## config.mk

```make
export PLATFORM = sky130hd
export DESIGN_NAME = decrypt_mux_packer
export DESIGN_NICKNAME = d
export VERILOG_FILES = /design/src/rtl/decrypt_mux_packer.sv
export SDC_FILE = /design/constraint.sdc
export NUM_CORES = 1
export LEC_CHECK = 0
export ABC_AREA = 1
export CORE_UTILIZATION = 45
export DETAILED_ROUTE_END_ITERATION = 10
export GPL_TIMING_DRIVEN = 0
export HOLD_SLACK_MARGIN = 0.1
export PLACE_DENSITY = 0.69
export SLEW_MARGIN = 15
export SYNTH_ARGS = -nofsm -noshare
export SYNTH_HDL_FRONTEND = slang
export SYNTH_SLANG_ARGS = --single-unit
```

## constraint.sdc

```tcl
create_clock -name clk_sys -period 1.9 [get_ports clk_sys]
set_input_delay 0.38 -clock clk_sys [delete_from_list [all_inputs] [get_ports clk_sys]]
set_output_delay 0.38 -clock clk_sys [all_outputs]
set_load 0.01 [all_outputs]
```

## src/rtl/decrypt_mux_packer.sv

```systemverilog
// rtl/decrypt_mux_packer.sv - channel select and byte-to-word packer at the decryption output
//
// Purpose: selects one of three decryptor byte channels and packs its bytes
// MSB-first into words. A full word is emitted on its last byte. A partial
// word is flushed when the channel changes or when the channel stays idle.
// Every output is registered.
//
// Ports:
//   clk_sys                   system clock (rising edge)
//   rst_n                     asynchronous active-low reset
//   select                    channel select 0..2, 3 = no channel
//   data0_i..data2_i          decryptor bytes
//   valid0_i..valid2_i        byte qualifiers
//   data_o                    packed word, first byte in the MSBs
//   valid_o                   one-cycle pulse per emitted word
//   bytes_o                   valid bytes in data_o (1..4), 0 when idle
//   drop_o                    one-cycle pulse: byte seen on a non-selected channel
//   word_cnt_o                emitted word counter (wraps)
module decrypt_mux_packer #(
  parameter int MST_DWIDTH = 32,
  parameter int SYS_DWIDTH = 8,
  parameter int IDLE_FLUSH = 8
) (
  input  logic                  clk_sys,
  input  logic                  rst_n,
  input  logic [1:0]            select,
  input  logic [SYS_DWIDTH-1:0] data0_i,
  input  logic [SYS_DWIDTH-1:0] data1_i,
  input  logic [SYS_DWIDTH-1:0] data2_i,
  input  logic                  valid0_i,
  input  logic                  valid1_i,
  input  logic                  valid2_i,
  output logic [MST_DWIDTH-1:0] data_o,
  output logic                  valid_o,
  output logic [2:0]            bytes_o,
  output logic                  drop_o,
  output logic [15:0]           word_cnt_o
);

  localparam int IW    = $clog2(IDLE_FLUSH);
  localparam int LANES = MST_DWIDTH / SYS_DWIDTH;

  logic [MST_DWIDTH-1:0] acc;
  logic [1:0]            cnt;
  logic [1:0]            sel_q;
  logic [IW-1:0]         idle_cnt;

  logic                  sv;
  logic [SYS_DWIDTH-1:0] sel_byte;
  logic                  drop_c;
  logic                  switch_flush;
  logic [MST_DWIDTH-1:0] acc_ins;
  logic [MST_DWIDTH-1:0] first_word;

  always_comb begin
    sv       = 1'b0;
    sel_byte = '0;
    case (select)
      2'd0: begin sv = valid0_i; sel_byte = data0_i; end
      2'd1: begin sv = valid1_i; sel_byte = data1_i; end
      2'd2: begin sv = valid2_i; sel_byte = data2_i; end
      default: begin sv = 1'b0; sel_byte = '0; end
    endcase

    // With select=3 every channel counts as non-selected.
    drop_c = (valid0_i && (select != 2'd0)) ||
             (valid1_i && (select != 2'd1)) ||
             (valid2_i && (select != 2'd2));

    // A select change only matters when there is a partial word to flush.
    switch_flush = (select != sel_q) && (cnt != 2'd0);

    // Accumulator with the incoming byte dropped into lane cnt.
    acc_ins = acc;
    for (int i = 0; i < LANES; i++) begin
      if (cnt == 2'(i)) begin
        acc_ins[MST_DWIDTH-1-SYS_DWIDTH*i -: SYS_DWIDTH] = sel_byte;
      end
    end

    first_word = {sel_byte, {(MST_DWIDTH-SYS_DWIDTH){1'b0}}};
  end

  always_ff @(posedge clk_sys or negedge rst_n) begin
    if (!rst_n) begin
      acc        <= '0;
      cnt        <= 2'd0;
      sel_q      <= 2'd0;
      idle_cnt   <= '0;
      data_o     <= '0;
      valid_o    <= 1'b0;
      bytes_o    <= 3'd0;
      drop_o     <= 1'b0;
      word_cnt_o <= 16'd0;
    end else begin
      sel_q   <= select;
      drop_o  <= drop_c;
      valid_o <= 1'b0;
      bytes_o <= 3'd0;

      if (switch_flush) begin
        // Unfilled low lanes of acc are already zero because acc clears
        // after every emission.
        data_o     <= acc;
        bytes_o    <= {1'b0, cnt};
        valid_o    <= 1'b1;
        word_cnt_o <= word_cnt_o + 16'd1;
        idle_cnt   <= '0;
        if (sv) begin
          acc <= first_word;
          cnt <= 2'd1;
        end else begin
          acc <= '0;
          cnt <= 2'd0;
        end
      end else if (sv) begin
        idle_cnt <= '0;
        if (cnt == 2'd3) begin
          data_o     <= acc_ins;
          bytes_o    <= 3'd4;
          valid_o    <= 1'b1;
          word_cnt_o <= word_cnt_o + 16'd1;
          acc        <= '0;
          cnt        <= 2'd0;
        end else begin
          acc <= acc_ins;
          cnt <= cnt + 2'd1;
        end
      end else if (cnt != 2'd0) begin
        if (idle_cnt == IW'(IDLE_FLUSH-1)) begin
          data_o     <= acc;
          bytes_o    <= {1'b0, cnt};
          valid_o    <= 1'b1;
          word_cnt_o <= word_cnt_o + 16'd1;
          acc        <= '0;
          cnt        <= 2'd0;
          idle_cnt   <= '0;
        end else begin
          idle_cnt <= idle_cnt + 1'b1;
        end
      end else begin
        idle_cnt <= '0;
      end
    end
  end

endmodule

```

==> run metrics, run 1 <==
CP endpoint kind=flop; routed length per placed instance=15.8 um; final count of negative-setup-slack endpoints=0; Slew HR=58.5%; H-tree Lvls=3; Max-cap violations=0; Synth warnings=0; ANT nets after route=0; Non-Filler Instances=908; Clock Sinks=92; clk root buf=clkbuf_8; Seq cells post-synth=92; register area share after synthesis=between 40% and 50%; First DRT Iteration DRCs=about 340; WHS=between 0.15 and 0.2 ns; CP Cell Sequence=inv_2 > ha_4 > inv_1 > nand2_4 > buf_4 > nand3_4 > buf_8 > nand3_1 > nand2_1; DIE AREA=~12,000 um2; Placeable Area=roughly 11,000 um2; Post-synth EDFFs=0; GRT Util Overall=approximately 25%; layout cell share with drive strength beyond 1=between 10% and 20%; Die Height=108 um; PD cells=between 1000 and 1500 nW/um2; DPL Wire Length=~10,000 um; Critical Path RT=2.16 ns; GR Overflow Total=0; CP max FO=9; die width=around 110 um; Pre-antenna DRT Iters=5; vias in the first global route=approximately 4,600; synthesis-to-finish area growth=29.4%; CTS tree=done; drt total wl=about 14,000 um; worst path bufs/invs=4; Rows=38; final period utilization=96.6%; syn nets=~690; Worst VDD drop=between 500 and 600 uV; CP top delay family=buffers and inverters; Lkg Pwr=about 3.2 nW; Post-Syn Area=between 5000 and 6000 um2; initial antenna violation count=0; DRC errors left=0; pin count of the biggest net entering global routing=between 40 and 50; Cells after Synth=approximately 650; antenna cells=0; Avg Cell Area, Syn=7.72 um2; ys async rst share=100%; Final Slew Violations=0; Initial Util=between 40% and 50%; Setup CP Type=reg2reg; final hold vios=0; CTS buffer count=9; Netlist cell types=30; status=finished clean; crit path launch type=flop; Post-Place Cells=878; Final min period=approximately 1.8 ns; GP Congestion=approximately 0.85; I/O Pins=84; vias=between 4,000 and 5,000; CP peak stage delay=roughly 0.42 ns; Most used DFF post-synth=dfrtp_1; critical path's slowest cell=dfrtp_1; worst-margin pin slew=roughly 0.62 ns; Final #Nets=between 800 and 900; global-route wire length before repair=between 20,000 and 25,000 um; Max Freq=approximately 550 MHz; final clock skew=a little under 0.008 ns; # port buffers=83; CTS clk-pin slew, worst paths=about 0.090 ns; Tightest Hold Check Type=in2reg; CP arrival=around 2.1 ns; Worst-Skew Late Latency=~0.37 ns; final core occ=60.0%; Sum Neg Setup Slack=0 ns; vias per cell=between 5 and 6; CTS Buffer Depth=2
## per-layer routing
| layer | share of wire [%] | vias up | global-route usage, % |
|---|---|---|---|
| li1 | - | 2378 | - |
| met1 | 44 | 2412 | 33.1 |
| met2 | 48 | 174 | 42.0 |
| met3 | 5.3 | 34 | 4.00 |
| met4 | 2.7 | 0 | 11.2 |
| met5 | 0 | - | 0 |
## registers in the layout, indices dropped and copies added, names as in the netlist
| register | count |
|---|---|
| idle_cnt | 3 |
| acc | 32 |
| cnt | 2 |
| data_o | 32 |
| word_cnt_o | 16 |
| drop_o | 1 |
| bytes_o | 3 |
| sel_q | 2 |
| valid_o | 1 |
## synthesized netlist by cell type, types with 5 or more instances
| cell type | count | area [um2] |
|---|---|---|
| o21ai_1 | 12 | 60.1 |
| ha_1 | 7 | 87.6 |
| xor2_1 | 9 | 78.8 |
| or2_2 | 8 | 50.1 |
| buf_2 | 12 | 60.1 |
| nand4_1 | 59 | 369 |
| inv_1 | 55 | 206 |
| nand2_1 | 225 | 845 |
| buf_6 | 5 | 56.3 |
| nor2_1 | 22 | 82.6 |
| dfrtp_1 | 92 | 2300 |
| o21ai_0 | 19 | 95.1 |
| buf_4 | 7 | 52.6 |
| clkbuf_1 | 5 | 18.8 |
| nor3_1 | 6 | 30.0 |
| nand3_1 | 83 | 415 |
## what timing repair did
item	4_1_cts	5_1_grt
hold buffers	1	0
gates cloned	0	1
endpoints found under the setup margin	84	61
buffers inserted	0	16
endpoints found under the hold margin	45	0
pin swaps	0	5
gates resized for setup	12	34
## power breakdown
group	switching (mW)	internal [mW]	total, mW
registers	0.316	2.49	2.80
clock network	0.739	0.514	1.25
logic	2.34	1.74	4.08
total	3.40	4.74	8.14
## cell type report
cell class	count	area, um2
Fill cell	973	4360
Multi-Input combinational cell	471	2380
Sequential cell	92	2300
Timing Repair Buffer	102	1010
Inverter	61	250
Buffer	26	228
Tap cell	140	175
Clock buffer	11	141
Clock inverter	5	36.3
## cell usage in the layout (no fill, tap or decap), drive strengths merged
master and n:
nand2 231, dfrtp 92, nand3 88, clkdlybuf4s50 80, inv 60, nand4 59
buf 40, o21ai 31, nor2 26, clkbuf 16, xor2 9, or2 8
ha 7, nor3 6, clkinvlp 4, a21oi 3, nand3b 2, dlymetal6s2s 2
clkinv 2, nor4 1, dlygate4sd3 1
## through the flow
step	area, um2	total power [mW]	worst slack (ns)
after detailed placement	6080	6.56	-0.486
after global placement	6050	6.46	-2.99
final	6530	8.14	0.0654
after global routing	6530	8.68	-0.00549
after floorplan	5050	5.12	0.136
after CTS	6300	7.87	0.00574
## cell families (layout without fill, tap and decap cells)
group	Yosys count	count (layout)	synth area share [%]
flops	92	92	45.6
compound gates	34	34	3.37
fa+ha+maj	7	7	1.73
simple gates	421	421	39.4
buf+inv	91	205	8.38
xor+xnor	9	9	1.56
## final timing paths
path                        startpoint            end  slack [ns]  cells past startpoint
max                             cnt[0]     data_o[24]        0.07                      9
min                          select[1]       sel_q[1]        0.16                      1
max reg2reg                     cnt[0]     data_o[24]        0.07                      9
min reg2reg                idle_cnt[0]    idle_cnt[0]        0.44                      1
max in group asynchronous        rst_n     data_o[19]        0.70                      3
min in group asynchronous        rst_n  word_cnt_o[7]        0.56                      2
(Power assumes the default switching activity.)
==> run 2, diff against run 1 <==
Settings changed: ABC_CLOCK_PERIOD_IN_PS set to 1900.
==> results of run 2 <==
No change in the layout: final DEF, timing and power equal those of run 1.
==> run 3, diff against run 2 <==
Settings changed: CORE_UTILIZATION 45 to 54, PLACE_DENSITY 0.69 to 0.81.
==> run 3 against run 2 <==
Worst setup slack lost 0.047 ns. Highest routed layer unchanged. Cell count down 3.7%. Critical path depth stayed put. Design area decreased by 0.23%. Largest power group unchanged. Utilization increased by 13 points. Combinational power increased by 3%. Sequential power is essentially flat. Sequential share of layout area is 0.081 points higher. Die area shrank 16%.
==> run metrics, run 3 (same netlist as run 1, synthesis figures left out) <==
final period utilization=99.0% (+2.5 points); GRT Util Overall=29.0% (+3.5 points); power share of the combinational group=50.9% (+0.7 points); WHS=0.176 ns (+0.0115 ns); GR Layer Usage met1=37.3% (+4.2 points); synthesis-to-finish area growth=29.1%; critical path's slowest cell=dfrtp_1; grt met3 use=5.67% (+1.7 points); ANT nets after route=0 (unchanged); initial antenna violation count=0 (unchanged); Pre-antenna DRT Iters=5 (unchanged); CP endpoint kind=flop; clock share of power=15.0% (-0.4 points); antenna cells=0 (unchanged); GP Congestion=0.907 (+7.3%); worst-margin pin slew=0.474 ns (-0.148 ns); DRC errors left=0 (unchanged); CTS Buffer Depth=2 (unchanged); worst path bufs/invs=3 (-1); Rows=34 (-11%); DIE AREA=9740 um2 (-16%); Setup CP Type=reg2reg; CP peak stage delay=0.44 ns (+0.02 ns); Clock Sinks=92 (unchanged); global-route wire length before repair=22,200 um (-1.7%); GR Overflow Total=0 (unchanged); Regs by FF count=acc: 32 flops, data_o: 32 flops, word_cnt_o: 16 flops; Max Freq=532 MHz (-2.5%); worst hold path startpoint=select[0]; final worst slack=0.0186 ns (-0.0468 ns); Max-cap violations=0 (unchanged); GR Layer Usage met2=48.4% (+6.4 points); crit path launch type=flop; Post-Place Cells=846 (-3.6%); CP max FO=9 (unchanged); Final min period=1.88 ns (+0.0468 ns); R2R Path End=acc[16]; # port buffers=83 (unchanged); I/O Pins=84 (unchanged); Placeable Area=8890 um2 (-18%); r2r startpoint=cnt[0]; P_sw=3.45 mW (+1.4%); pre-CTS setup slack=-0.508 ns (-0.0220 ns); Non-Filler Instances=874 (-3.7%); CP top delay family=simple AND/OR/NAND/NOR gates; Tightest Hold Check Type=in2reg; final hold vios=0 (unchanged); Worst VDD drop=753 uV (+30%); Lkg Pwr=3.21 nW (about the same); Reg2Reg Depth=9 (unchanged); pin count of the biggest net entering global routing=58 (+21%); CTS tree=done; layout cell share with drive strength beyond 1=12.1% (-0.23 points); GRT busiest layer=met2; drt total wl=14,500 um (+0.69%); CTS clk-pin slew, worst paths=0.09 ns (about the same); fillers=685 (-30%); CTS buffer count=9 (unchanged); Final #Nets=799 (-0.25%); most common cell after layout, fill and taps aside=nand2_1; H-tree Lvls=3 (unchanged); commonest cells after routing, fill and taps aside=nand2_1, dfrtp_1, nand3_1, clkdlybuf4s50_1, nand4_1; Initial Util=56.8% (+10 points); Die Height=98.7 um (-8.6%); CP Cell Sequence=inv_2 > ha_4 > inv_1 > nand2_4 > nand2_8 > nor2_4 > buf_6 > nand3_1 > o21ai_2; routed length per placed instance=16.6 um (+4.6%); vias per cell=5.77 (+4.7%); First DRT Iteration DRCs=420 (+25%); Cell Int Power=4.80 mW (+1.3%); Flop pwr share=34.1% (-0.4 points); Critical Path RT=2.19 ns (+0.03 ns); Slew HR=68.4% (+9.9 points); switching share of total power=41.8% (about the same); CP arrival=2.17 ns (+0.07 ns); Hold Crit Endpoint=sel_q[0]; vias in the first global route=4,705 (+2.0%); Hold Path Depth=1 (unchanged); WP depth=9 (unchanged); DPL Wire Length=10,200 um (-1.1%); final clock skew=0.0135 ns (+0.00558 ns); final count of negative-setup-slack endpoints=0 (unchanged); status=finished clean; setup slack, reg-to-reg=0.02 ns (-0.05 ns); vias=5,039 (+0.82%); PD cells=1270 nW/um2 (+1.6%); clk root buf=clkbuf_8; Final Slew Violations=0 (unchanged); die width=98.7 um (-8.6%); Worst-Skew Late Latency=0.37 ns (about the same)
run 3: power by group through the flow:
stage / Clock [mW] / Sequential, mW / Combinational [mW]
floorplan: 0 / 2.94 / 2.18
global placement: 0 / 2.81 / 3.59
detailed placement: 0 / 2.84 / 3.73
CTS: 1.25 / 2.80 / 3.79
global route: 1.33 / 2.87 / 4.52
finish: 1.24 / 2.81 / 4.20
run 3: layout make-up:
class / count / area [um2] / share of cell area [%]
inverter: 61 / 253 / 3.88
sequential: 92 / 2300 / 35.3
clock inverter: 5 / 37.5 / 0.576
timing repair buffer: 97 / 1000 / 15.4
timing repair inverter: 1 / 5.00 / 0.0768
buffer: 27 / 240 / 3.69
tap: 108 / 135 / 2.07
multi-input combinational: 472 / 2400 / 36.8
clock buffer: 11 / 141 / 2.17
run 3: timing repair:
item                                   CTS  global route
setup buffers                            0             8
hold buffers                             1             0
pin swaps                                0             7
gates resized for setup                 11            45
gates cloned                             0             6
setup endpoints to repair               84            66
endpoints found under the hold margin   35             0
run 3: metal layers:
metal | up-vias | share of wire [%]
met5 | - | 0
met4 | 0 | 2.1
met3 | 38 | 8.0
met2 | 258 | 49
met1 | 2379 | 41
li1 | 2364 | -
run 3: worst max-delay path by stage:
| stage | start | to | slack [ns] |
|---|---|---|---|
| final | cnt[0] | acc[16] | 0.02 |
| after detailed placement | select[0] | data_o[5] | -0.51 |
| after global routing | cnt[0] | acc[8] | -0.02 |
| after global placement | rst_n | data_o[19] | -2.91 |
| after CTS | select[1] | data_o[16] | -0.02 |
| after floorplan | cnt[0] | data_o[16] | 0.14 |
run 3: through the flow:
| step | TNS, ns | util, % | power [mW] | area [um2] |
|---|---|---|---|---|
| after floorplan | 0 | - | 5.12 | 5050 |
| after global placement | -294.42 | 67.6 | 6.40 | 6010 |
| after detailed placement | -30.96 | 67.9 | 6.57 | 6040 |
| after CTS | -0.0307 | 70.4 | 7.85 | 6260 |
| after global routing | -0.120 | 73.3 | 8.71 | 6520 |
| final | 0 | 73.3 | 8.25 | 6520 |
